`src/rtl/divisor_pertinencia_trapezio.sv`:
```
// Shared radix-2 restoring divider turning the two x100-scaled trapezoid numerators
// into membership degrees 0..MAX_PERT, dividing numerator 1 first, then numerator 2.
module divisor_pertinencia_trapezio #(
    parameter int WIDTH    = 32,
    parameter int OUT_W    = 8,
    parameter int MAX_PERT = 100
) (
    input  logic             clk,
    input  logic             rst_n,
    input  logic             start,
    input  logic [WIDTH-1:0] Numerador_1_Mult,
    input  logic [WIDTH-1:0] Numerador_2_Mult,
    input  logic [WIDTH-1:0] Denominador_1,
    input  logic [WIDTH-1:0] Denominador_2,
    output logic [OUT_W-1:0] Pertinencia_1,
    output logic [OUT_W-1:0] Pertinencia_2,
    output logic             busy,
    output logic             done,
    output logic             div_zero
);

    localparam int CNT_W = (WIDTH > 1) ? $clog2(WIDTH) : 1;
    localparam logic [CNT_W-1:0] CNT_LAST = CNT_W'(WIDTH - 1);

    typedef enum logic [1:0] {
        IDLE = 2'd0,
        DIV1 = 2'd1,
        DIV2 = 2'd2,
        DONE = 2'd3
    } state_t;

    state_t           state_q;
    logic [WIDTH-1:0] work_q;
    logic [WIDTH-1:0] rem_q;
    logic [WIDTH-1:0] num2_q;
    logic [WIDTH-1:0] den1_q;
    logic [WIDTH-1:0] den2_q;
    logic [CNT_W-1:0] cnt_q;
    logic [OUT_W-1:0] pert1_q;
    logic [OUT_W-1:0] pert2_q;
    logic             busy_q;
    logic             done_q;
    logic             div_zero_q;

    logic [WIDTH-1:0] den_cur;
    logic [WIDTH:0]   rem_shift;
    logic [WIDTH:0]   rem_sub;
    logic             q_bit;
    logic [WIDTH-1:0] rem_d;
    logic [WIDTH-1:0] work_d;

    // work_q shifts the numerator out of its MSB while quotient bits enter at the LSB,
    // so after WIDTH steps it holds the full quotient.
    always_comb begin
        den_cur   = (state_q == DIV2) ? den2_q : den1_q;
        rem_shift = {rem_q, work_q[WIDTH-1]};
        rem_sub   = rem_shift - {1'b0, den_cur};
        q_bit     = (rem_shift >= {1'b0, den_cur});
        rem_d     = q_bit ? rem_sub[WIDTH-1:0] : rem_shift[WIDTH-1:0];
        work_d    = {work_q[WIDTH-2:0], q_bit};
    end

    function automatic logic [OUT_W-1:0] saturate(input logic [WIDTH-1:0] quo,
                                                  input logic             den_zero);
        if (den_zero || (quo > WIDTH'(MAX_PERT))) begin
            return OUT_W'(MAX_PERT);
        end
        return quo[OUT_W-1:0];
    endfunction

    always_ff @(posedge clk or negedge rst_n) begin
        if (!rst_n) begin
            state_q    <= IDLE;
            work_q     <= '0;
            rem_q      <= '0;
            num2_q     <= '0;
            den1_q     <= '0;
            den2_q     <= '0;
            cnt_q      <= '0;
            pert1_q    <= '0;
            pert2_q    <= '0;
            busy_q     <= 1'b0;
            done_q     <= 1'b0;
            div_zero_q <= 1'b0;
        end else begin
            done_q <= 1'b0;
            case (state_q)
                IDLE: begin
                    if (start) begin
                        state_q    <= DIV1;
                        busy_q     <= 1'b1;
                        work_q     <= Numerador_1_Mult;
                        num2_q     <= Numerador_2_Mult;
                        den1_q     <= Denominador_1;
                        den2_q     <= Denominador_2;
                        rem_q      <= '0;
                        cnt_q      <= CNT_LAST;
                        div_zero_q <= (Denominador_1 == '0) || (Denominador_2 == '0);
                    end
                end
                DIV1: begin
                    if (cnt_q == '0) begin
                        // Last step: commit degree 1, then reload for the second operand set.
                        pert1_q <= saturate(work_d, den1_q == '0);
                        state_q <= DIV2;
                        work_q  <= num2_q;
                        rem_q   <= '0;
                        cnt_q   <= CNT_LAST;
                    end else begin
                        work_q <= work_d;
                        rem_q  <= rem_d;
                        cnt_q  <= cnt_q - CNT_W'(1);
                    end
                end
                DIV2: begin
                    if (cnt_q == '0) begin
                        pert2_q <= saturate(work_d, den2_q == '0);
                        state_q <= DONE;
                        done_q  <= 1'b1;
                        work_q  <= work_d;
                        rem_q   <= rem_d;
                    end else begin
                        work_q <= work_d;
                        rem_q  <= rem_d;
                        cnt_q  <= cnt_q - CNT_W'(1);
                    end
                end
                DONE: begin
                    state_q <= IDLE;
                    busy_q  <= 1'b0;
                end
                default: begin
                    state_q <= IDLE;
                    busy_q  <= 1'b0;
                end
            endcase
        end
    end

    assign Pertinencia_1 = pert1_q;
    assign Pertinencia_2 = pert2_q;
    assign busy          = busy_q;
    assign done          = done_q;
    assign div_zero      = div_zero_q;

endmodule

```
`config.mk`:
```
export PLATFORM = sky130hd
export DESIGN_NAME = divisor_pertinencia_trapezio
export DESIGN_NICKNAME = d
export VERILOG_FILES = /design/src/rtl/divisor_pertinencia_trapezio.sv
export SDC_FILE = /design/constraint.sdc
export NUM_CORES = 1
export LEC_CHECK = 0
export ABC_AREA = 0
export CORE_MARGIN = 2
export CORE_UTILIZATION = 25
export DETAILED_ROUTE_END_ITERATION = 6
export SYNTH_ARGS = -nofsm -noshare
export SYNTH_HDL_FRONTEND = slang
export SYNTH_SLANG_ARGS = --single-unit
```
`constraint.sdc`:
```
create_clock -name clk -period 3.46 [get_ports clk]
set_input_delay 0.692 -clock clk [delete_from_list [all_inputs] [get_ports clk]]
set_output_delay 0.692 -clock clk [all_outputs]
set_load 0.05 [all_outputs]
```
==> flow_summary_export.csv, run 1 <==
group,metric,value,unit
floorplan,dieArea,43030,um2
floorplan,die_height,207.4,um
yosys,yosysSeqAreaShare,44.98,%
yosys,yosysTopAreaCell,"dfrtp_1",
yosys,synth_nets,1195,
yosys,synth.area.top_cells,"dfrtp_1, mux2_2, nand2_1, mux2i_1, ha_1",
yosys,yosysMostFrequentCell,"dfrtp_1",
setup_path,required,3.79,ns
run,drv_cap,0,
timing,clock_skew,0.009328,ns
yosys,yosysUniqueCellTypes,63,
yosys,synth_top_area_share,44.98,%
setup_path,cp_slowest_cell,"dfrtp_1",
setup_path,critPathKind,"flop to flop",
cts,clkLatencyLatePin,0.45,ns
global_route,grt_pass1_vias,9047,
setup_path,worstSetupStartpointType,"flop",
placed_design,hpwlAfterDp,23.46,mm
floorplan,rows,74,
setup_path,crit_path_max_fanout,6,
timing,tightest_slew,0.8475,ns
finish,nets,1408,
floorplan,die_w,207.4,um
finish,stdcell_area,14150,um2
timing,setup_viol,0,
setup_path,critical-path-max-stage-delay,0.38,ns
global_route,antenna_found_initial,0,
pwr,leakage,5.875,nW
route,routed_wl,32.05,mm
yosys,synth.cell_area,10350,um2
global_route,grt_pass1_wl,50.78,mm
setup_path,crit_chain,"inv_2 > ha_4 > buf_8 > buf_12 > buf_6 > mux2i_2 > ha_1 > and4_4 > and4bb_1 > a41oi_2 > and3_1 > and3_4 > nor2_4 > buf_6 > buf_12 > mux2i_1 > o21ai_1",
yosys,synth_edf_count,0,
yosys,synth_top_cells_by_count,"dfrtp_1, nand2_1, mux2_2, o21ai_0, mux2i_1",
cts,clockBufferDepth,2,
route,wl_per_cell,17.97,um
route,viasPerCell,4.961,
timing,relSlewSlack,43.50,%
route,drc_errors,0,
pwr,cellPowerDensity,853.3,nW/um2
floorplan,coreArea,40830,um2
hold_path,hold_path.class,"primary input to async pin",
cts,cts_hold_buffers,0,
timing,rsz0062_at_grt,"true",
cts,cts-root-buf,"clkbuf_16",
route,vias,8845,
placed_design,dpl_cell_area,13020,um2
yosys,syn_area_per_cell,10.09,um2
yosys,synth.ff_latch_count,186,
floorplan,initial_utilization,25.34,%
timing,fin_crit_sh,97.83,%
finish,antenna_cells,0,
global_route,overflow,0,
yosys,netlist_instances,1026,
route,dr.pass1.iters,5,
setup_path,critPathTopFamily,"simple AND/OR/NAND/NOR gates",
placed_design,port-buffer-count,149,
setup_path,arrival,3.72,ns
pwr,peakVddDrop,0.3873,mV
global_route,grt_max_degree,64,
cts,cts_made_buffers,17,
outcome,status,"finished, final reports clean",
route,drt-initial-drc-count,615,
yosys,yosysWarnings,0,
finish,drive_gt1_share,24.06,%
timing,hold_violations,0,
timing,max_freq,0.2954,GHz
placed_design,routabilityCongestion,0.9355,
finish,area_growth_syn_to_layout,36.72,%
timing,drv_slew,0,
global_route,globalRouteTotalUtil,14.89,%
cts,cts.clk_slew.worst_paths,0.07,ns
yosys,ys.flop_type,"dfrtp_1",
cts,cts_tree,"done",
route,ant_nets,0,
cts,cts_max_level,4,
setup_path,critical_path_buf_inv_count,6,
floorplan,io_pins,150,
yosys,async_reset_ff_share,100.0,%
timing,hold_ws,0.2181,ns
finish,n_fill_cell,4082,
setup_path,cp-end-kind,"flop",
timing,period_needed,3.385,ns
cts,cts_num_sinks,186,
power breakdown:
part / internal [mW] / total [mW] / switching [mW] / leakage [nW]
sequential: 3.06 / 3.82 / 0.759 / 2.31
combinational: 2.94 / 6.19 / 3.26 / 3.27
clock: 1.13 / 2.06 / 0.927 / 0.295
total: 7.13 / 12.1 / 4.94 / 5.88
registers in the layout, summed over array words and instances, names as in the netlist:
register and cells:
den1_q 32, den2_q 32, num2_q 32, rem_q 32, work_q 32, Pertinencia_1 8, Pertinencia_2 8, cnt_q 5
state_q 2, busy 1, div_zero 1, done 1
logic make-up (layout without fill, tap and decap cells):
group,after synthesis,after routing,synth area share [%]
XOR/XNOR,28,28,2.370
AO/OA/AOI/OAI,263,263,16.13
flip-flops,186,186,44.98
multiplexers,148,148,15.53
AND/OR/NAND/NOR,282,282,13.00
adder cells (fa/ha/maj),38,38,4.667
buffers and inverters,81,306,3.325
worst reg2reg max path, cell delays in order (launching register included):
cell and delay, ns:
dfrtp_1 0.38, inv_2 0.07, ha_4 0.17, buf_8 0.13, buf_12 0.15, buf_6 0.11, mux2i_2 0.13, ha_1 0.35
and4_4 0.27, and4bb_1 0.22, a41oi_2 0.13, and3_1 0.21, and3_4 0.18, nor2_4 0.20, buf_6 0.19, buf_12 0.13
mux2i_1 0.19, o21ai_1 0.08
metrics by stage:
stage / total power, mW / utilization (%) / worst slack [ns] / TNS (ns) / cells
2_1_floorplan: 7.402 / - / -0.004482 / -0.004482 / 1026
3_3_place_gp: 9.446 / 31.90 / -0.2506 / -6.216 / 1734
3_5_place_dp: 9.581 / 31.90 / -0.3214 / -8.082 / 1734
4_1_cts: 11.80 / 34.03 / 0.008247 / 0 / 1778
5_1_grt: 12.98 / 34.65 / -0.07705 / -0.4803 / 1783
6_report: 12.07 / 34.65 / 0.07492 / 0 / 1783
cell type report:
type / instances / area [um2] / share of cell area, %
inverter: 18 / 67.56 / 0.4776
tap: 532 / 665.6 / 4.705
sequential: 186 / 4654 / 32.90
clock inverter: 11 / 136.4 / 0.9640
timing repair buffer: 257 / 2494 / 17.63
multi-input combinational: 759 / 5663 / 40.03
clock buffer: 20 / 466.7 / 3.299
timing repair:
item / CTS / global route
gates resized for setup: 31 / 54
pin swaps: 10 / 27
endpoints found under the setup margin: 47 / 47
buffers inserted: 12 / 8
cloned: 2 / 1
placed cells by master, fill, tap and decap left out, types with 10 or more instances in the layout:
| cell type | n |
|---|---|
| a21o_1 | 11 |
| a21oi_1 | 30 |
| a22oi_1 | 31 |
| a31oi_1 | 12 |
| buf_12 | 10 |
| buf_4 | 87 |
| clkbuf_16 | 18 |
| clkdlybuf4s50_1 | 148 |
| dfrtp_1 | 186 |
| ha_1 | 26 |
| inv_1 | 17 |
| mux2_2 | 98 |
| mux2i_1 | 33 |
| mux2i_2 | 13 |
| nand2_1 | 135 |
| nand3_1 | 11 |
| nand4_1 | 14 |
| nor2_1 | 35 |
| nor3_1 | 11 |
| nor4_1 | 38 |
| o21ai_0 | 82 |
| o21ai_1 | 20 |
| xnor2_1 | 15 |
| xor2_1 | 13 |
final timing paths:
| path | start | to | slack [ns] | depth (start not counted) |
|---|---|---|---|---|
| max | state_q[0] | rem_q[13] | 0.07 | 17 |
| min | rst_n | work_q[21] | 0.22 | 1 |
| max reg2reg | state_q[0] | rem_q[13] | 0.07 | 17 |
| min reg2reg | Pertinencia_1[7] | Pertinencia_1[7] | 0.49 | 1 |
| max in group asynchronous | rst_n | den2_q[22] | 2.48 | 2 |
| min in group clk | Pertinencia_1[7] | Pertinencia_1[7] | 0.49 | 1 |
routing by layer:
layer,up-vias,wire length (um),global-route usage (%)
met5,-,0,0
met4,0,669,4.901
met3,36,1675,3.041
met2,271,14580,23.29
met1,4320,15120,20.53
li1,4218,-,-
Note: power is estimated with default switching activity, not from simulation.
==> run 2, diff against run 1 <==
Settings changed: CTS_CLUSTER_SIZE set to 12.
==> results of run 2 <==
The final DEF is identical to that of run 1; final timing and power are the same.
==> run 3, diff against run 2 <==
Settings changed: CTS_CLUSTER_SIZE 12 to 14.
==> results of run 3 <==
The final DEF is identical to that of run 1; final timing and power are the same.
